**config.mk**
```make
export PLATFORM = sky130hd
export DESIGN_NAME = uart_cmd_parser_flat
export DESIGN_NICKNAME = d
export VERILOG_FILES = /design/src/rtl/uart_cmd_parser_pkg.sv /design/src/rtl/uart_cmd_parser_if.sv /design/src/rtl/uart_cmd_parser_exec.sv /design/src/rtl/uart_cmd_parser.sv /design/src/flat_wrapper.sv
export SDC_FILE = /design/constraint.sdc
export NUM_CORES = 1
export LEC_CHECK = 0
export ABC_AREA = 1
export BUFFER_PORTS_ARGS = -buffer_cell sky130_fd_sc_hd__buf_4
export CAP_MARGIN = 40
export CELL_PAD_IN_SITES_DETAIL_PLACEMENT = 0
export CELL_PAD_IN_SITES_GLOBAL_PLACEMENT = 1
export CORE_MARGIN = 2
export CORE_UTILIZATION = 42
export CTS_CLUSTER_SIZE = 16
export DETAILED_ROUTE_END_ITERATION = 8
export GPL_ROUTABILITY_DRIVEN = 1
export GPL_TIMING_DRIVEN = 0
export PLACE_DENSITY_LB_ADDON = 0.1
export SETUP_SLACK_MARGIN = 0.3
export SYNTH_ARGS = -nofsm -noshare
export SYNTH_HDL_FRONTEND = slang
export SYNTH_SLANG_ARGS = --single-unit
```
**constraint.sdc**
```tcl
create_clock -name uart_clk -period 2.63 [get_ports uart_clk]
set_input_delay 0 -clock uart_clk [delete_from_list [all_inputs] [get_ports uart_clk]]
set_output_delay 0 -clock uart_clk [all_outputs]
set_load 0.005 [all_outputs]
```
**src/rtl/uart_cmd_parser_pkg.sv**
```systemverilog
`default_nettype none
// ============================================================================
//  Module   : uart_pkg
//  Purpose  : Shared types and constants for the UART command parser slice.
//  Revision : 1.0 - initial release
// ============================================================================
package uart_pkg;

    typedef enum logic [1:0] {
        S_IDLE = 2'd0,
        S_CMD  = 2'd1,
        S_ARG  = 2'd2,
        S_SUM  = 2'd3
    } state_t;

    localparam logic [7:0] HDR_DEFAULT    = 8'hAA;

    localparam logic [7:0] CMD_PLAY_PAUSE = 8'h01;
    localparam logic [7:0] CMD_NEXT       = 8'h02;
    localparam logic [7:0] CMD_PREV       = 8'h03;
    localparam logic [7:0] CMD_VOL_SET    = 8'h10;
    localparam logic [7:0] CMD_VOL_UP     = 8'h11;
    localparam logic [7:0] CMD_VOL_DOWN   = 8'h12;

    function automatic logic cmd_known(input logic [7:0] code);
        case (code)
            CMD_PLAY_PAUSE, CMD_NEXT, CMD_PREV,
            CMD_VOL_SET, CMD_VOL_UP, CMD_VOL_DOWN: cmd_known = 1'b1;
            default:                               cmd_known = 1'b0;
        endcase
    endfunction

endpackage
`default_nettype wire

```
**src/rtl/uart_cmd_parser_if.sv**
```systemverilog
`default_nettype none
// ============================================================================
//  Module   : uart_cmd_parser_if
//  Purpose  : Received-byte stream in, decoded player controls out.
//  Revision : 1.0 - initial release
// ============================================================================
interface uart_cmd_parser_if;
    logic [7:0] rx_data;
    logic       rx_valid;
    logic       cmd_valid;
    logic [7:0] cmd_code;
    logic [7:0] cmd_arg;
    logic       frame_err;
    logic       playing;
    logic       next_pulse;
    logic       prev_pulse;
    logic [7:0] volume;

    modport master (
        output rx_data, rx_valid,
        input  cmd_valid, cmd_code, cmd_arg, frame_err,
               playing, next_pulse, prev_pulse, volume
    );

    modport slave (
        input  rx_data, rx_valid,
        output cmd_valid, cmd_code, cmd_arg, frame_err,
               playing, next_pulse, prev_pulse, volume
    );
endinterface
`default_nettype wire

```
**src/rtl/uart_cmd_parser_exec.sv**
```systemverilog
`default_nettype none
// ============================================================================
//  Module   : uart_cmd_exec
//  Purpose  : Registered action unit; owns play state, volume and pulses.
//  Revision : 1.0 - initial release
// ============================================================================
module uart_cmd_exec
    import uart_pkg::*;
#(
    parameter logic [7:0] VOL_MAX  = 8'd31,
    parameter logic [7:0] VOL_INIT = 8'd16
) (
    input  wire logic       uart_clk,
    input  wire logic       rst_n,
    input  wire logic       i_frame_ok,
    input  wire logic [7:0] i_code,
    input  wire logic [7:0] i_arg,
    output logic            o_cmd_valid,
    output logic [7:0]      o_cmd_code,
    output logic [7:0]      o_cmd_arg,
    output logic            o_playing,
    output logic            o_next_pulse,
    output logic            o_prev_pulse,
    output logic [7:0]      o_volume
);

    logic       cmd_valid_q,  cmd_valid_d;
    logic [7:0] cmd_code_q,   cmd_code_d;
    logic [7:0] cmd_arg_q,    cmd_arg_d;
    logic       playing_q,    playing_d;
    logic       next_pulse_q, next_pulse_d;
    logic       prev_pulse_q, prev_pulse_d;
    logic [7:0] volume_q,     volume_d;

    // 9-bit views so the saturation compares cannot wrap
    logic [8:0] w_vol_max9;
    logic [8:0] w_vol_inc9;
    logic [8:0] w_arg9;

    assign w_vol_max9 = {1'b0, VOL_MAX};
    assign w_vol_inc9 = {1'b0, volume_q} + 9'd1;
    assign w_arg9     = {1'b0, i_arg};

    always_comb begin
        cmd_valid_d  = 1'b0;
        next_pulse_d = 1'b0;
        prev_pulse_d = 1'b0;
        cmd_code_d   = cmd_code_q;
        cmd_arg_d    = cmd_arg_q;
        playing_d    = playing_q;
        volume_d     = volume_q;

        if (i_frame_ok) begin
            cmd_valid_d = 1'b1;
            cmd_code_d  = i_code;
            cmd_arg_d   = i_arg;
            case (i_code)
                CMD_PLAY_PAUSE: playing_d    = ~playing_q;
                CMD_NEXT:       next_pulse_d = 1'b1;
                CMD_PREV:       prev_pulse_d = 1'b1;
                CMD_VOL_SET:    volume_d = (w_arg9 > w_vol_max9) ? VOL_MAX : i_arg;
                CMD_VOL_UP:     volume_d = (w_vol_inc9 > w_vol_max9) ? VOL_MAX : w_vol_inc9[7:0];
                CMD_VOL_DOWN:   volume_d = (volume_q == 8'd0) ? 8'd0 : volume_q - 8'd1;
                default:        ;
            endcase
        end
    end

    always_ff @(posedge uart_clk) begin
        if (!rst_n) begin
            cmd_valid_q  <= 1'b0;
            cmd_code_q   <= 8'd0;
            cmd_arg_q    <= 8'd0;
            playing_q    <= 1'b0;
            next_pulse_q <= 1'b0;
            prev_pulse_q <= 1'b0;
            volume_q     <= VOL_INIT;
        end else begin
            cmd_valid_q  <= cmd_valid_d;
            cmd_code_q   <= cmd_code_d;
            cmd_arg_q    <= cmd_arg_d;
            playing_q    <= playing_d;
            next_pulse_q <= next_pulse_d;
            prev_pulse_q <= prev_pulse_d;
            volume_q     <= volume_d;
        end
    end

    assign o_cmd_valid  = cmd_valid_q;
    assign o_cmd_code   = cmd_code_q;
    assign o_cmd_arg    = cmd_arg_q;
    assign o_playing    = playing_q;
    assign o_next_pulse = next_pulse_q;
    assign o_prev_pulse = prev_pulse_q;
    assign o_volume     = volume_q;

endmodule
`default_nettype wire

```
**src/rtl/uart_cmd_parser.sv**
```systemverilog
`default_nettype none
// ============================================================================
//  Module   : uart_cmd_parser
//  Purpose  : Assembles HDR/CMD/ARG/SUM frames from UART bytes and validates them.
//  Revision : 1.0 - initial release
// ============================================================================
module uart_cmd_parser
    import uart_pkg::*;
#(
    parameter logic [7:0]  HDR      = HDR_DEFAULT,
    parameter logic [7:0]  VOL_MAX  = 8'd31,
    parameter logic [7:0]  VOL_INIT = 8'd16,
    parameter int unsigned TIMEOUT  = 312500
) (
    input wire logic         uart_clk,
    input wire logic         rst_n,
    uart_cmd_parser_if.slave bus
);

    localparam int CNT_W = $clog2(TIMEOUT + 1);
    localparam logic [CNT_W-1:0] CNT_LAST = CNT_W'(TIMEOUT - 1);

    state_t           state_q, state_d;
    logic [CNT_W-1:0] cnt_q,   cnt_d;
    logic [7:0]       cmd_q,   cmd_d;
    logic [7:0]       arg_q,   arg_d;
    logic             frame_err_q, frame_err_d;
    logic             w_frame_ok;
    logic [7:0]       w_sum;

    assign w_sum = cmd_q + arg_q;

    always_comb begin
        state_d     = state_q;
        cnt_d       = cnt_q;
        cmd_d       = cmd_q;
        arg_d       = arg_q;
        frame_err_d = 1'b0;
        w_frame_ok  = 1'b0;

        if (bus.rx_valid) begin
            // a byte arriving on the deadline cycle beats the timeout
            cnt_d = '0;
            case (state_q)
                S_IDLE: if (bus.rx_data == HDR) state_d = S_CMD;
                S_CMD: begin
                    cmd_d   = bus.rx_data;
                    state_d = S_ARG;
                end
                S_ARG: begin
                    arg_d   = bus.rx_data;
                    state_d = S_SUM;
                end
                S_SUM: begin
                    state_d = S_IDLE;
                    if ((w_sum == bus.rx_data) && cmd_known(cmd_q)) w_frame_ok  = 1'b1;
                    else                                            frame_err_d = 1'b1;
                end
                default: state_d = S_IDLE;
            endcase
        end else if (state_q != S_IDLE) begin
            if (cnt_q == CNT_LAST) begin
                frame_err_d = 1'b1;
                state_d     = S_IDLE;
                cnt_d       = '0;
            end else begin
                cnt_d = cnt_q + CNT_W'(1);
            end
        end else begin
            cnt_d = '0;
        end
    end

    always_ff @(posedge uart_clk) begin
        if (!rst_n) begin
            state_q     <= S_IDLE;
            cnt_q       <= '0;
            cmd_q       <= 8'd0;
            arg_q       <= 8'd0;
            frame_err_q <= 1'b0;
        end else begin
            state_q     <= state_d;
            cnt_q       <= cnt_d;
            cmd_q       <= cmd_d;
            arg_q       <= arg_d;
            frame_err_q <= frame_err_d;
        end
    end

    assign bus.frame_err = frame_err_q;

    uart_cmd_exec #(
        .VOL_MAX  (VOL_MAX),
        .VOL_INIT (VOL_INIT)
    ) u_exec (
        .uart_clk     (uart_clk),
        .rst_n        (rst_n),
        .i_frame_ok   (w_frame_ok),
        .i_code       (cmd_q),
        .i_arg        (arg_q),
        .o_cmd_valid  (bus.cmd_valid),
        .o_cmd_code   (bus.cmd_code),
        .o_cmd_arg    (bus.cmd_arg),
        .o_playing    (bus.playing),
        .o_next_pulse (bus.next_pulse),
        .o_prev_pulse (bus.prev_pulse),
        .o_volume     (bus.volume)
    );

endmodule
`default_nettype wire

```
**src/flat_wrapper.sv**
```systemverilog
// flat-port wrapper written by rule: the top's interface ports become plain ports
module uart_cmd_parser_flat import uart_pkg::*;
#(
    parameter logic [7:0]  HDR      = HDR_DEFAULT,
    parameter logic [7:0]  VOL_MAX  = 8'd31,
    parameter logic [7:0]  VOL_INIT = 8'd16,
    parameter int unsigned TIMEOUT  = 312500
)
  (uart_clk, rst_n, bus_rx_data, bus_rx_valid, bus_cmd_valid, bus_cmd_code, bus_cmd_arg, bus_frame_err, bus_playing, bus_next_pulse, bus_prev_pulse, bus_volume);
  uart_cmd_parser_if bus_i ();
  input wire logic uart_clk;
  input wire logic rst_n;
  input wire logic [$bits(bus_i.rx_data)-1:0] bus_rx_data;
  input wire logic [$bits(bus_i.rx_valid)-1:0] bus_rx_valid;
  output wire logic [$bits(bus_i.cmd_valid)-1:0] bus_cmd_valid;
  output wire logic [$bits(bus_i.cmd_code)-1:0] bus_cmd_code;
  output wire logic [$bits(bus_i.cmd_arg)-1:0] bus_cmd_arg;
  output wire logic [$bits(bus_i.frame_err)-1:0] bus_frame_err;
  output wire logic [$bits(bus_i.playing)-1:0] bus_playing;
  output wire logic [$bits(bus_i.next_pulse)-1:0] bus_next_pulse;
  output wire logic [$bits(bus_i.prev_pulse)-1:0] bus_prev_pulse;
  output wire logic [$bits(bus_i.volume)-1:0] bus_volume;
  assign bus_i.rx_data = bus_rx_data;
  assign bus_i.rx_valid = bus_rx_valid;
  assign bus_cmd_valid = bus_i.cmd_valid;
  assign bus_cmd_code = bus_i.cmd_code;
  assign bus_cmd_arg = bus_i.cmd_arg;
  assign bus_frame_err = bus_i.frame_err;
  assign bus_playing = bus_i.playing;
  assign bus_next_pulse = bus_i.next_pulse;
  assign bus_prev_pulse = bus_i.prev_pulse;
  assign bus_volume = bus_i.volume;
  uart_cmd_parser #(.HDR(HDR), .VOL_MAX(VOL_MAX), .VOL_INIT(VOL_INIT), .TIMEOUT(TIMEOUT)) u_core (.uart_clk(uart_clk), .rst_n(rst_n), .bus(bus_i));
endmodule
```
Yosys cells after proc, flatten, opt, wreduce, memory -nomap -nowiden

Cells that the tools add are included.

Add/subtract/negate cells: 4
Order comparisons: 2
Eq/ne operators: 13
Muxes and demuxes: 23
Bitwise gates (word level): 3
Reduce and logical (&&, ||, !) cells: 15

Operators by type and width:

| kind                                                   | count |
|---|---|
| equality test 8 x 5 -> 1 bit (second input constant)   | 3 |
| 2-to-1 mux 8 bit                                       | 3 |
| one-hot mux 8 bit (3 select lines)                     | 1 |
| adder 19 x 1 -> 19 bit (second input constant)         | 1 |
| equality test 19 bit (second input constant)           | 1 |
| equality test 8 x 2 -> 1 bit (second input constant)   | 2 |
| 2-to-1 mux 1 bit                                       | 14 |
| AND reduction 2 bit                                    | 5 |
| adder 8 x 1 -> 9 bit (second input constant)           | 1 |
| > comparator 9 x 5 -> 1 bit (second input constant)    | 1 |
| adder 8 bit                                            | 1 |
| equality test 8 x 1 -> 1 bit (second input constant)   | 1 |
| equality test 8 bit                                    | 1 |
| equality test 8 bit (second input constant)            | 1 |
| > comparator 8 x 5 -> 1 bit (second input constant)    | 1 |
| logical NOT 8 bit                                      | 1 |
| 2-to-1 mux 2 bit                                       | 4 |
| one-hot mux 2 bit (4 select lines)                     | 1 |
| subtractor 8 x 1 -> 8 bit (second input constant)      | 1 |
| nonzero test 2 bit                                     | 3 |
| OR reduction 6 bit                                     | 1 |
| equality test 2 bit (second input constant)            | 2 |
| OR reduction 4 bit                                     | 1 |
| inequality test 3 x 2 -> 1 bit (second input constant) | 1 |
| other kinds (6)                                        | 8 |

Register bits: 66
Bits of input ports: 11
Output and inout port bits: 29
Logic and storage cells: 72

Longest topological paths before layout

Gate-level depths: netlist (run 1).

Depth in word-level cells: 10
Depth in mapped cells: 15
Depth with buffers taken out: 14

By module

A second synthesis (run 1) with hierarchy kept.

Cell total of the unflattened synthesis: 543
Area, all modules: 3718.6 µm²

Modules (own cells, without submodules):

| module          | times used | cells an instance | area each (µm²) | seq. area each (µm²) |
|---|---|---|---|---|
| uart_cmd_parser | 1          | 321               | 2192.1          | 760.7 |
| uart_cmd_exec   | 1          | 222               | 1526.5          | 560.5 |

Worst setup path before layout (run 1)

Ideal clock, no wire load.

Path kind: reg-to-reg
Start point: register u_core.cmd_q[0]
End point: register u_core.u_exec.cmd_code_q[1], in the netlist u_core.u_exec.o_cmd_code[1]
Setup time: 0.113 ns
Data arrival time: 2.111 ns
Required time: 2.517 ns
Path slack: 0.406 ns
Cell stages (with the launch flop): 15
Path buffers: 1
Period minus slack after synthesis: 2.224 ns
Cell sequence: dfxtp_1 > ha_1 > fa_1 > inv_1 > nand2_1 > nand2_1 > nor2_1 > nand3_1 > nor2_2 > nand3_2 > nor2_4 > nand3_4 > buf_2 > nor2_1 > nor2_1

Word-level cells in the longest chain between the ends: 9
Elaborated cells on any way between the ends: 16
Those cells by class: 1 x add/sub; 7 x eq/ne; 6 x mux; 2 x reduce/logical

Ends and longest elaborated chain:

| what                                                                | line                       | source |
|---|---|---|
| start: declaration                                                  | uart_cmd_parser.sv:25      | `logic [7:0] cmd_q, cmd_d;` |
| start signal: assignment                                            | uart_cmd_parser.sv:84      | `cmd_q <= cmd_d;` |
| parallel branches: the longest is 5 deep, another holds adder 8 bit | -                          |  |
| logical AND 1 bit *                                                 | uart_cmd_parser.sv:56      | `if ((w_sum == bus.rx_data) && cmd_known(cmd_q)) w_frame_ok = 1'b1;` |
| 2-to-1 mux 1 bit *                                                  | uart_cmd_parser.sv:56      |  |
| 2-to-1 mux 1 bit *                                                  | uart_cmd_parser.sv:44      | `case (state_q)` |
| 2-to-1 mux 1 bit *                                                  | uart_cmd_parser.sv:41      | `if (bus.rx_valid) begin` |
| end signal: assignment                                              | uart_cmd_parser_exec.sv:80 | `cmd_code_q <= cmd_code_d;` |
| end: declaration                                                    | uart_cmd_parser_exec.sv:28 | `logic [7:0] cmd_code_q, cmd_code_d;` |

Every way passes the cells marked *. The select of a mux whose other input is x is not followed.
A chain may end at the register's enable or synchronous reset.

Final worst setup path (run 1)

Same ends and word-level chain as after synthesis.

==> tab_implementation.tex, run 1 <==
\begin{tabular}{lr}
\hline
Metric & Value \\
\hline
\multicolumn{2}{l}{\textbf{Clock network}} \\
\quad Clock latency of the later-clocked register in the worst-skew pair & 340 ps \\
\quad Num Clock Sinks & 66 \\
\quad Buffers from clock root to sink, at most & 2 \\
\quad Master cell of the clock root buffer & clkbuf\_8 \\
\quad Clock tree from TritonCTS & yes \\
\quad Number of CTS-inserted buffers & 9 \\
\quad Maximum level of the CTS H-tree & 3 \\
\quad Clock-pin transition on the worst setup and hold timing paths & 70 ps \\
\multicolumn{2}{l}{\textbf{Power and ir drop}} \\
\quad Pwr dens & 404 nW/um\^{}2 \\
\quad Static Leak & 2.30 nW \\
\quad Worst-case vdd ir drop & 0.282 mV \\
\multicolumn{2}{l}{\textbf{Route}} \\
\quad Routed Antenna Nets & 0 \\
\quad Routed vias & 3,781 \\
\quad Residual DRC & 0 \\
\quad Detailed Route WL & 10,000 um \\
\quad Length of the first detailed-routing pass in iterations & 4 \\
\quad Routed length per instance & 12.9 um \\
\quad Number of DRC markers after the initial detailed-route iteration & 125 \\
\quad Post-detailed-route via-to-cell ratio & 4.86 \\
\multicolumn{2}{l}{\textbf{Floorplanning}} \\
\quad Horizontal extent of the die & 100 um \\
\quad Initial core utilization & 42.7\% \\
\quad Die span in y & 100 um \\
\quad Floorplan die area & 10,000 um\^{}2 \\
\quad Core area & 9110 um\^{}2 \\
\quad Count of pins on the block boundary & 40 \\
\quad Row cnt & 35 \\
\multicolumn{2}{l}{\textbf{Cells and area}} \\
\quad Syn-to-layout area delta & 23.2\% \\
\quad Layout filler cell count & 995 \\
\quad Layout cells sized above 1 & 17.2\% \\
\quad Nets & 690 \\
\quad Number of inserted diodes & 0 \\
\multicolumn{2}{l}{\textbf{Setup path}} \\
\quad CP Max Fanout & 8 \\
\quad CP Capture Type & flip-flop \\
\quad RR Endpoint & u\_core.u\_exec.o\_cmd\_code[1]\$\_SDFFE\_PN0P\_ \\
\quad Most frequent cell on the critical path & nand2\_1 \\
\quad Startpoint of the worst-slack reg-to-reg timing path & u\_core.cmd\_q[0]\$\_SDFFE\_PN0P\_ \\
\quad Data arrival at the endpoint of the critical path & 2620 ps \\
\quad Buffers and inverters on the worst path & 2 \\
\quad Gate family responsible for the most delay along the worst path & simple AND/OR/NAND/NOR gates \\
\quad CP startpoint kind & flip-flop \\
\quad Worst Reg2Reg Path Length in Cells & 15 \\
\quad Crit path max-delay cell type & fa\_1 \\
\quad Critical path type & flip-flop to flip-flop \\
\quad CP Cell Sequence & ha\_4, fa\_1, inv\_1, nand2\_1, nand2\_1, nor2\_2, nand3\_2, nor2\_2, nand3\_2, nor2\_4, nand3\_4, clkbuf\_16, nand2\_1, nand2\_1, nor2\_1 \\
\quad Largest incremental delay on the critical path & 500 ps \\
\quad Register-to-register path setup slack & 280 ps \\
\quad Worst path required time & 2900 ps \\
\multicolumn{2}{l}{\textbf{STA}} \\
\quad Final Setup Violations & 0 \\
\quad Final worst path period need & 2350 ps \\
\quad RSZ-0062 raised after global routing & true \\
\quad Max Slew Vio Count & 0 \\
\quad Slack of the critical path & 279 ps \\
\quad Count of final hold-check violations & 0 \\
\quad Portion of the clock cycle consumed by the worst path in the final layout & 89.4\% \\
\quad Final-layout worst hold slack & 61.8 ps \\
\quad Max-Slew Margin vs Limit & 61.9\% \\
\quad Setup TNS & 0 ps \\
\quad Worst Tran Pin Value & 566 ps \\
\quad Achievable Freq & 0.425 GHz \\
\quad Post-Route Skew & 8.76 ps \\
\multicolumn{2}{l}{\textbf{Global routing}} \\
\quad Initial antenna violation count & 0 \\
\quad First-pass GRT wire length & 16,800 um \\
\quad Overall Global Routing Usage & 21.1\% \\
\quad Number of global-route vias before repair & 3,535 \\
\quad Grt total ovfl & 0 \\
\quad Pin count of the biggest net entering global routing & 12 \\
\multicolumn{2}{l}{\textbf{Placement}} \\
\quad Input/output buffers & 38 \\
\quad HPWL after DPL & 7620 um \\
\quad Placement-stage worst setup slack & -105 ps \\
\quad GP Congestion & 0.873 \\
\multicolumn{2}{l}{\textbf{Yosys}} \\
\quad Commonest cells post-synth & nand2\_1 (148), nor2\_1 (90), inv\_1 (87), dfxtp\_1 (66), nand3\_1 (41) \\
\quad Leading register cell type out of synthesis & dfxtp\_1 \\
\quad Syn nets & 623 \\
\quad Post-synthesis cell area & 3890 um\^{}2 \\
\quad Cell type with the highest aggregate area in the netlist & dfxtp\_1 \\
\quad Top post-synthesis cells by area & dfxtp\_1 (34\%), nand2\_1 (14\%), nor2\_1 (8.7\%) \\
\quad Share of flip-flops with an asynchronous set or reset & 0\% \\
\quad Synthesis Warnings & 0 \\
\quad Number of flops mapped to enable cells by yosys & 0 \\
\quad Count of different cell masters after synthesis & 39 \\
\quad Sequential area share after synthesis & 34.0\% \\
\quad Mean instance size in the synthesized netlist & 6.54 um\^{}2 \\
\quad Synthesized netlist cell count & 595 \\
\quad Most numerous cell in the Yosys netlist & nand2\_1 \\
\quad Area fraction of the dominant cell type after synthesis & 34.0\% \\
\quad Number of flip-flops and latches in the synthesized netlist & 66 \\
\multicolumn{2}{l}{\textbf{Flow run}} \\
\quad Max-cap violations & 0 \\
\multicolumn{2}{l}{\textbf{Min path}} \\
\quad Instance count along the most critical hold path & 3 \\
\quad Worst min-delay path endpoint & u\_core.state\_q[1]\$\_SDFFE\_PN0P\_ \\
\quad Origin of the worst min-delay path & bus\_rx\_valid \\
\quad Hold crit path type & input port to flip-flop \\
\multicolumn{2}{l}{\textbf{Status}} \\
\quad Status & completed \\
\hline
\end{tabular}
-- sequential cells by signal, summed over array words and instances, names as in the netlist, 2 cells and up --
name and flops:
u_core.arg_q 8, u_core.cmd_q 8, u_core.cnt_q 19, u_core.state_q 2
u_core.u_exec.o_cmd_arg 8, u_core.u_exec.o_cmd_code 8, u_core.u_exec.o_volume 8
-- cells in the final DEF (no fill, tap or decap), types with 7 or more instances in the layout --
cell / Yosys / routed
nor3_1: 7 / 7
nor2_1: 90 / 82
o21ai_0: 31 / 31
nand4_1: 18 / 18
dfxtp_1: 66 / 61
buf_4: 1 / 44
nand2_1: 148 / 143
nor2_4: 4 / 7
dlygate4sd3_1: 0 / 8
ha_1: 16 / 14
clkbuf_8: 0 / 10
nor2_2: 5 / 10
xor2_1: 11 / 11
nand2_2: 4 / 8
a21oi_1: 22 / 22
inv_1: 87 / 87
nand3_1: 41 / 40
-- layout make-up --
class	count	area [um^2]	area share, %
timing repair buffer	56	467	9.74
multi-input combinational	427	2240	46.7
inverter	91	342	7.13
tap	111	139	2.90
buffer	11	76.3	1.59
clock buffer	12	145	3.03
clock inverter	4	51.3	1.07
sequential	66	1330	27.8
-- power breakdown --
group	switching, mW	internal [mW]
logic	0.0510	0.0329
clock network	0.390	0.465
registers	0.000395	0.997
total	0.441	1.49
-- how the worst max path moves through the flow --
| stage | startpoint | cells past startpoint | end | slack, ps |
|---|---|---|---|---|
| floorplan | u_core.cmd_q[0]$_SDFFE_PN0P_ | 14 | u_core.u_exec.o_cmd_code[1]$_SDFFE_PN0P_ | 410 |
| global placement | u_core.cmd_q[0]$_SDFFE_PN0P_ | 12 | u_core.u_exec.o_volume[2]$_SDFFE_PN0P_ | -110 |
| detailed placement | u_core.cmd_q[0]$_SDFFE_PN0P_ | 12 | u_core.u_exec.o_volume[1]$_SDFFE_PN0P_ | -100 |
| CTS | u_core.cmd_q[0]$_SDFFE_PN0P_ | 15 | u_core.u_exec.o_volume[1]$_SDFFE_PN0P_ | 290 |
| global route | u_core.cmd_q[0]$_SDFFE_PN0P_ | 14 | u_core.u_exec.o_volume[0]$_SDFFE_PN0P_ | 110 |
| finish | u_core.cmd_q[0]$_SDFFE_PN0P_ | 15 | u_core.u_exec.o_cmd_code[1]$_SDFFE_PN0P_ | 280 |
-- per-stage QoR --
| step | cell area (um^2) | utilization [%] | instances | total power [mW] |
|---|---|---|---|---|
| 3_5_place_dp | 4310 | 47.3 | 744 | 1.09 |
| 6_report | 4790 | 52.6 | 778 | 1.94 |
| 5_1_grt | 4790 | 52.6 | 778 | 2.02 |
| 3_3_place_gp | 4310 | 47.3 | 744 | 1.09 |
| 4_1_cts | 4650 | 51.1 | 771 | 1.96 |
| 2_1_floorplan | 3890 | - | 595 | 1.06 |
-- metal layers --
metal	share of wire (%)	wire, um	GRT usage [%]
met4	0.82	82	3.90
met2	46	4650	35.2
met3	6.3	628	4.81
met1	47	4660	28.2
met5	0	0	0
-- repair_timing --
item                                    CTS  global route
endpoints found under the setup margin   28            28
gates resized for setup                  12            24
cloned                                    0             2
pin swaps                                 1             8
setup buffers                             3             5
hold endpoints to repair                 15             0
hold buffers                              8             0
-- tightest hold or removal path: stages --
cell      delay [ps]
clkbuf_1         170
nand3_1          120
a21oi_1           60
-- kinds of logic after synthesis --
kind of cell    Yosys count  synth area share (%)
compound gates           60                  8.01
xor+xnor                 16                  3.60
fa+ha+maj                17                  5.66
buf+inv                 102                  10.3
flops                    66                  34.0
simple gates            334                  38.4
Note: power is estimated with default switching activity, not from simulation.
==> run 2: changes to the inputs <==
--- a/config.mk
+++ b/config.mk
@@ -20,4 +20,5 @@
 export SETUP_SLACK_MARGIN = 0.3
 export SYNTH_ARGS = -nofsm -noshare
 export SYNTH_HDL_FRONTEND = slang
+export SYNTH_HIERARCHICAL = 1
 export SYNTH_SLANG_ARGS = --single-unit
==> run 2 against run 1 <==
  * The run now ends with negative setup slack left
  * Synthesized cell count down 8.7%
  * Total power up 1.7%
  * Sequential share of layout area up 0.98 points
==> tab_implementation.tex, run 2 <==
\begin{tabular}{lr}
\hline
Metric & Value \\
\hline
\multicolumn{2}{l}{\textbf{Power and ir drop}} \\
\quad Worst-case vdd ir drop & 0.251 mV \\
\quad Pwr dens & 427 nW/um\^{}2 \\
\quad Static Leak & 2.02 nW \\
\multicolumn{2}{l}{\textbf{Floorplanning}} \\
\quad Core area & 8640 um\^{}2 \\
\quad Initial core utilization & 43.1\% \\
\quad Horizontal extent of the die & 98.1 um \\
\quad Floorplan die area & 9620 um\^{}2 \\
\quad Count of pins on the block boundary & 40 \\
\quad Row cnt & 34 \\
\quad Die span in y & 98.1 um \\
\multicolumn{2}{l}{\textbf{Cells and area}} \\
\quad Layout cells sized above 1 & 20.3\% \\
\quad Layout filler cell count & 857 \\
\quad Number of inserted diodes & 0 \\
\quad Register bank with the most flops & u\_core/cnt\_q \\
\quad Most frequent standard cell in the layout excluding fill and tap cells & nand2\_1 \\
\quad Nets & 640 \\
\quad Final standard cell utilization of the core & 53.4\% \\
\quad Most frequent cells in the layout & nand2\_1 (103), nor2\_1 (71), dfxtp\_1 (62) \\
\quad Number of flip-flops under the largest register name & 19 \\
\quad Syn-to-layout area delta & 24.1\% \\
\multicolumn{2}{l}{\textbf{Placement}} \\
\quad Input/output buffers & 38 \\
\quad GP Congestion & 0.825 \\
\quad HPWL after DPL & 7080 um \\
\quad Placement-stage worst setup slack & -235 ps \\
\multicolumn{2}{l}{\textbf{Global routing}} \\
\quad Initial antenna violation count & 0 \\
\quad Overall Global Routing Usage & 20.3\% \\
\quad Pin count of the biggest net entering global routing & 12 \\
\quad First-pass GRT wire length & 15,800 um \\
\quad Number of global-route vias before repair & 3,293 \\
\quad Grt total ovfl & 0 \\
\multicolumn{2}{l}{\textbf{Yosys}} \\
\quad Post-synthesis simple-gate area fraction & 34.7\% \\
\quad Share of synthesized area spent on multiplexers & 0\% \\
\quad Area fraction of the dominant cell type after synthesis & 35.5\% \\
\quad Syn nets & 571 \\
\quad Commonest cells post-synth & nand2\_1 (108), nor2\_1 (75), dfxtp\_1 (66), inv\_1 (63) \\
\quad Top post-synthesis cells by area & dfxtp\_1 (36\%), nand2\_1 (11\%), nor2\_1 (7.6\%) \\
\quad Share of flip-flops with an asynchronous set or reset & 0\% \\
\quad Dominant combinational cell family by area after synthesis & simple AND/OR/NAND/NOR gates \\
\quad XOR/XNOR share of the synthesized area & 3.30\% \\
\quad Cell type with the highest aggregate area in the netlist & dfxtp\_1 \\
\quad Number of flip-flops and latches in the synthesized netlist & 66 \\
\quad Synthesis Warnings & 6 \\
\quad Count of different cell masters after synthesis & 39 \\
\quad Sequential area share after synthesis & 35.5\% \\
\quad Post-synthesis cell area & 3720 um\^{}2 \\
\quad Leading register cell type out of synthesis & dfxtp\_1 \\
\quad Most numerous cell in the Yosys netlist & nand2\_1 \\
\quad Mean instance size in the synthesized netlist & 6.85 um\^{}2 \\
\quad Share of synthesized cell area in full adder, half adder and majority cells & 5.92\% \\
\quad Synthesized netlist cell count & 543 \\
\quad Number of flops mapped to enable cells by yosys & 0 \\
\quad Complex-gate fraction of the synthesized area & 11.3\% \\
\multicolumn{2}{l}{\textbf{Clock network}} \\
\quad Number of CTS-inserted buffers & 9 \\
\quad Clock-pin transition on the worst setup and hold timing paths & 70 ps \\
\quad Clock latency of the later-clocked register in the worst-skew pair & 340 ps \\
\quad Maximum level of the CTS H-tree & 3 \\
\quad Num Clock Sinks & 66 \\
\quad Master cell of the clock root buffer & clkbuf\_8 \\
\quad Clock tree from TritonCTS & yes \\
\quad Buffers from clock root to sink, at most & 2 \\
\multicolumn{2}{l}{\textbf{Setup path}} \\
\quad CP Capture Type & flip-flop \\
\quad Gate family responsible for the most delay along the worst path & simple AND/OR/NAND/NOR gates \\
\quad Worst path required time & 2860 ps \\
\quad Buffers and inverters on the worst path & 1 \\
\quad CP Max Fanout & 5 \\
\quad Data arrival at the endpoint of the critical path & 2910 ps \\
\quad Largest incremental delay on the critical path & 440 ps \\
\quad Critical path type & flip-flop to flip-flop \\
\quad CP Cell Sequence & ha\_4, fa\_1, nand2\_1, nand2\_1, nor2\_1, nand2\_1, nor2\_1, nand2\_1, nor2\_1, nand4\_1, nor2\_4, nand3\_2, nor2\_4, buf\_6, nand2\_2, nor2\_1, a21oi\_1 \\
\quad Crit path max-delay cell type & fa\_1 \\
\quad CP startpoint kind & flip-flop \\
\multicolumn{2}{l}{\textbf{Route}} \\
\quad Number of DRC markers after the initial detailed-route iteration & 155 \\
\quad Detailed Route WL & 9530 um \\
\quad Routed Antenna Nets & 0 \\
\quad Post-detailed-route via-to-cell ratio & 4.97 \\
\quad Routed vias & 3,595 \\
\quad Routed length per instance & 13.2 um \\
\quad Residual DRC & 0 \\
\quad Length of the first detailed-routing pass in iterations & 5 \\
\multicolumn{2}{l}{\textbf{STA}} \\
\quad Max Slew Vio Count & 0 \\
\quad Portion of the clock cycle consumed by the worst path in the final layout & 102\% \\
\quad Final worst path period need & 2680 ps \\
\quad RSZ-0062 raised after global routing & true \\
\quad Count of final hold-check violations & 0 \\
\quad Worst Tran Pin Value & 594 ps \\
\quad Final Setup Violations & 14 \\
\quad Achievable Freq & 0.374 GHz \\
\quad Post-Route Skew & 7.80 ps \\
\quad Slack of the critical path & -45.6 ps \\
\quad Max-Slew Margin vs Limit & 60.1\% \\
\multicolumn{2}{l}{\textbf{Status}} \\
\quad Status & finished with violations \\
\quad Failing checks & negative setup slack \\
\multicolumn{2}{l}{\textbf{Flow run}} \\
\quad Max-cap violations & 0 \\
\multicolumn{2}{l}{\textbf{Min path}} \\
\quad Hold crit path type & input port to flip-flop \\
\hline
\end{tabular}
## run 2: cell type report
cell class	instances	area [um^2]	share of cell area [%]
buffer	13	96.3	2.09
sequential	66	1330	28.8
multi-input combinational	391	2110	45.8
clock inverter	2	35.0	0.759
tap	108	135	2.93
inverter	73	277	5.99
timing repair buffer	58	462	10.0
clock buffer	13	169	3.66
## run 2: worst paths after layout
path	startpoint	endpoint	slack, ps	cells past startpoint
worst max-delay path	u_core/cmd_q[0]$_SDFFE_PN0P_	u_core/u_exec/o_volume[2]$_SDFFE_PN0P_	-50	17
worst min register to register	u_core/cnt_q[18]$_SDFF_PP0_	u_core/cnt_q[18]$_SDFF_PP0_	480	2
worst min-delay path	bus_rx_valid	u_core/state_q[0]$_SDFFE_PN0P_	70	3
worst max register to register	u_core/cmd_q[0]$_SDFFE_PN0P_	u_core/u_exec/o_volume[2]$_SDFFE_PN0P_	-50	17
## run 2: per-stage QoR
| stage | hold WS, ps | std cells | TNS, ps | power, mW | instance area, um^2 |
|---|---|---|---|---|---|
| after floorplan | 136 | 543 | 0 | 1.05 | 3740 |
| after global placement | 296 | 689 | -3300 | 1.08 | 4160 |
| after detailed placement | 303 | 689 | -3350 | 1.08 | 4160 |
| after CTS | 59.3 | 721 | -109 | 1.98 | 4560 |
| after global routing | 97.1 | 724 | -3730 | 2.04 | 4610 |
| final | 68.6 | 724 | -166 | 1.97 | 4610 |
## run 2: cells by family (layout without fill, tap and decap cells)
family,after synthesis,count (layout)
xor+xnor,14,14
compound gates,81,81
flops,66,66
fa+ha+maj,17,17
buf+inv,86,159
simple gates,279,279
## run 2: power by group
| part | internal (mW) | switching (mW) |
|---|---|---|
| registers | 0.998 | 0.000451 |
| clock network | 0.510 | 0.392 |
| logic | 0.0303 | 0.0384 |
## run 2: worst reg2reg max path, cell delays in order, from the launching register on
cell	delay (ps)
dfxtp_4	360
ha_4	160
fa_1	440
nand2_1	80
nand2_1	50
nor2_1	80
nand2_1	60
nor2_1	110
nand2_1	80
nor2_1	100
nand4_1	190
nor2_4	210
nand3_2	110
nor2_4	160
buf_6	150
nand2_2	40
nor2_1	110
a21oi_1	80
## run 2: repair_timing
item,4_1_cts,5_1_grt
hold buffers,9,0
buffers inserted,6,3
setup endpoints to repair,28,28
cloned,2,0
pin swaps,5,13
gates resized for setup,18,12
endpoints found under the hold margin,20,0
## run 2: routing by layer
metal / vias up / track usage [%] / share of wire [%]
li1: 1894 / - / -
met1: 1628 / 28.2 / 50
met2: 66 / 31.8 / 45
met3: 7 / 4.51 / 3.9
met4: 0 / 5.66 / 0.93
met5: - / 0 / 0
==> run 3: changes to the inputs <==
--- a/config.mk
+++ b/config.mk
@@ -17,7 +17,6 @@
 export GPL_ROUTABILITY_DRIVEN = 1
 export GPL_TIMING_DRIVEN = 0
 export PLACE_DENSITY_LB_ADDON = 0.1
-export SETUP_SLACK_MARGIN = 0.3
 export SYNTH_ARGS = -nofsm -noshare
 export SYNTH_HDL_FRONTEND = slang
 export SYNTH_HIERARCHICAL = 1
==> run 3 against run 2 <==
  * The flow still finishes with violations (negative setup slack)
  * Maximum frequency is 3.0% lower
  * Hold slack worse by 20 ps
  * Sequential share of layout area shrank 0.27 points
  * Non-clock buffer count decreased by 1
  * Combinational power is 1% higher
  * First-iteration DRC count did not move
  * Register-to-register slack got worse by 80 ps
  * Largest cell class unchanged
==> tab_implementation.tex, run 3 (synthesized netlist as in run 2, its figures left out) <==
\begin{tabular}{lr}
\hline
Metric & Value \\
\hline
\multicolumn{2}{l}{\textbf{Status}} \\
\quad Status & finished with violations \\
\quad Failing checks & negative setup slack \\
\multicolumn{2}{l}{\textbf{STA}} \\
\quad Slack of the critical path & -129 ps \\
\quad Max-Slew Margin vs Limit & 57.8\% \\
\quad Count of final hold-check violations & 0 \\
\quad Portion of the clock cycle consumed by the worst path in the final layout & 105\% \\
\quad Max Slew Vio Count & 0 \\
\quad RSZ-0062 raised after global routing & true \\
\quad Worst Tran Pin Value & 628 ps \\
\quad Final worst path period need & 2760 ps \\
\quad Final Setup Violations & 9 \\
\quad Post-Route Skew & 10.8 ps \\
\quad Achievable Freq & 0.363 GHz \\
\multicolumn{2}{l}{\textbf{Setup path}} \\
\quad Depth of the critical timing path with buffers and inverters included & 17 \\
\quad Largest incremental delay on the critical path & 460 ps \\
\quad CP startpoint kind & flip-flop \\
\quad Worst Reg2Reg Path Length in Cells & 17 \\
\quad CP Max Fanout & 4 \\
\quad CP Capture Type & flip-flop \\
\quad Data arrival at the endpoint of the critical path & 2990 ps \\
\quad Gate family responsible for the most delay along the worst path & simple AND/OR/NAND/NOR gates \\
\quad Most frequent cell on the critical path & nand2\_1 \\
\quad Buffers and inverters on the worst path & 1 \\
\quad CP Cell Sequence & ha\_4, fa\_1, nand2\_1, nand2\_1, nor2\_1, nand2\_1, nor2\_2, nand2\_1, nor2\_2, nand4\_1, nor2\_4, nand3\_2, nor2\_4, buf\_6, nand4\_1, xor2\_1, nor2\_2 \\
\quad Worst path required time & 2860 ps \\
\quad Critical path type & flip-flop to flip-flop \\
\quad Crit path max-delay cell type & fa\_1 \\
\multicolumn{2}{l}{\textbf{Clock network}} \\
\quad Clock latency of the later-clocked register in the worst-skew pair & 340 ps \\
\quad Buffers from clock root to sink, at most & 2 \\
\quad Maximum level of the CTS H-tree & 3 \\
\quad Num Clock Sinks & 66 \\
\quad Clock tree from TritonCTS & yes \\
\quad Number of CTS-inserted buffers & 9 \\
\quad Clock-pin transition on the worst setup and hold timing paths & 80 ps \\
\quad Master cell of the clock root buffer & clkbuf\_8 \\
\multicolumn{2}{l}{\textbf{Cells and area}} \\
\quad Syn-to-layout area delta & 25.4\% \\
\quad Most frequent cells in the layout & nand2\_1 (108), nor2\_1 (71), dfxtp\_1 (63) \\
\quad Register bank with the most flops & u\_core/cnt\_q \\
\quad Post-route cell area & 4660 um\^{}2 \\
\quad Most frequent standard cell in the layout excluding fill and tap cells & nand2\_1 \\
\quad Layout cells sized above 1 & 20.3\% \\
\quad Final standard cell utilization of the core & 54.0\% \\
\quad Nets & 639 \\
\quad Number of flip-flops under the largest register name & 19 \\
\quad Number of inserted diodes & 0 \\
\multicolumn{2}{l}{\textbf{Min path}} \\
\quad Instance count along the most critical hold path & 3 \\
\quad Hold crit path type & input port to flip-flop \\
\multicolumn{2}{l}{\textbf{Global routing}} \\
\quad First-pass GRT wire length & 15,900 um \\
\quad Number of global-route vias before repair & 3,408 \\
\quad Routing usage on met1 & 28.4\% \\
\quad GR Layer Usage met2 & 32.5\% \\
\quad Pin count of the biggest net entering global routing & 13 \\
\quad GR Util met3 & 2.93\% \\
\quad Overall Global Routing Usage & 20.4\% \\
\quad Layer carrying the most global-route usage & met2 \\
\quad Initial antenna violation count & 0 \\
\quad Grt total ovfl & 0 \\
\multicolumn{2}{l}{\textbf{Power and ir drop}} \\
\quad Pwr dens & 439 nW/um\^{}2 \\
\quad Clock group share of total power & 47.8\% \\
\quad Switching part of the total & 22.3\% \\
\quad Internal power & 1.59 mW \\
\quad Combinational group share of total power & 3.4\% \\
\quad Power spent charging and discharging nets & 0.456 mW \\
\quad Register share of total power & 48.8\% \\
\quad Static Leak & 2.04 nW \\
\quad Worst-case vdd ir drop & 0.249 mV \\
\multicolumn{2}{l}{\textbf{Floorplanning}} \\
\quad Horizontal extent of the die & 98.1 um \\
\quad Core area & 8640 um\^{}2 \\
\quad Row cnt & 34 \\
\quad Die span in y & 98.1 um \\
\quad Initial core utilization & 43.1\% \\
\quad Count of pins on the block boundary & 40 \\
\quad Floorplan die area & 9620 um\^{}2 \\
\multicolumn{2}{l}{\textbf{Placement}} \\
\quad HPWL after DPL & 7110 um \\
\quad GP Congestion & 0.826 \\
\quad Input/output buffers & 38 \\
\quad Placed standard-cell area & 4140 um\^{}2 \\
\quad Placement-stage worst setup slack & -510 ps \\
\multicolumn{2}{l}{\textbf{Route}} \\
\quad Post-detailed-route via-to-cell ratio & 4.94 \\
\quad Routed length per instance & 13.3 um \\
\quad Routed Antenna Nets & 0 \\
\quad Routed vias & 3,573 \\
\quad Length of the first detailed-routing pass in iterations & 5 \\
\quad Residual DRC & 0 \\
\quad Detailed Route WL & 9620 um \\
\quad Number of DRC markers after the initial detailed-route iteration & 155 \\
\multicolumn{2}{l}{\textbf{Flow run}} \\
\quad Max-cap violations & 0 \\
\hline
\end{tabular}
run 3: tightest hold or removal path, delay by kind of cell:
family | cells | cell delay, ps
simple gates | 1 | 120
buf+inv | 1 | 160
compound gates | 1 | 60
run 3: cell type report:
cell class / instances / area (um^2)
buffer: 13 / 92.6
clock inverter: 6 / 90.1
inverter: 73 / 274
tap: 108 / 135
fill: 863 / 3970
multi-input combinational: 391 / 2120
clock buffer: 10 / 138
sequential: 66 / 1330
timing repair buffer: 57 / 479
run 3: worst paths after layout:
kind | start | end | slack [ps]
max | u_core/cmd_q[0]$_SDFFE_PN0P_ | u_core/u_exec/o_volume[6]$_SDFFE_PN0P_ | -130
max reg2reg | u_core/cmd_q[0]$_SDFFE_PN0P_ | u_core/u_exec/o_volume[6]$_SDFFE_PN0P_ | -130
min reg2reg | u_core/cnt_q[18]$_SDFF_PP0_ | u_core/cnt_q[18]$_SDFF_PP0_ | 470
min | bus_rx_valid | u_core/state_q[1]$_SDFFE_PN0P_ | 50
run 3: repair_timing:
| item | 4_1_cts | 5_1_grt |
|---|---|---|
| resized for setup | 22 | 18 |
| hold buffers | 9 | 0 |
| endpoints found under the setup margin | 28 | 28 |
| cloned | 0 | 1 |
| endpoints found under the hold margin | 19 | 0 |
| setup buffers | 7 | 2 |
| pin swaps | 10 | 4 |
run 3: stage by stage:
| stage | instances | TNS (ps) | hold slack, ps | power (mW) |
|---|---|---|---|---|
| floorplan | 543 | 0 | 136 | 1.05 |
| global placement | 689 | -9560 | 296 | 1.08 |
| detailed placement | 689 | -10490 | 302 | 1.08 |
| CTS | 721 | -1470 | 33.9 | 2.07 |
| global route | 724 | -6100 | 84.6 | 2.11 |
| finish | 724 | -793 | 48.4 | 2.04 |
run 3: metal layers:
metal	share of wire, %	vias to the layer above	wire length [um]
met5	0	-	0
met1	51	1598	4890
li1	-	1903	-
met2	44	60	4280
met4	1.4	0	130
met3	3.3	12	319
run 3: power by group through the flow:
stage / Sequential, mW / Clock, mW / Combinational (mW)
after CTS: 0.997 / 1.00 / 0.0692
after global placement: 1.02 / 0 / 0.0575
after detailed placement: 1.02 / 0 / 0.0573
final: 0.997 / 0.978 / 0.0696
after floorplan: 1.02 / 0 / 0.0296
after global routing: 0.997 / 1.04 / 0.0777
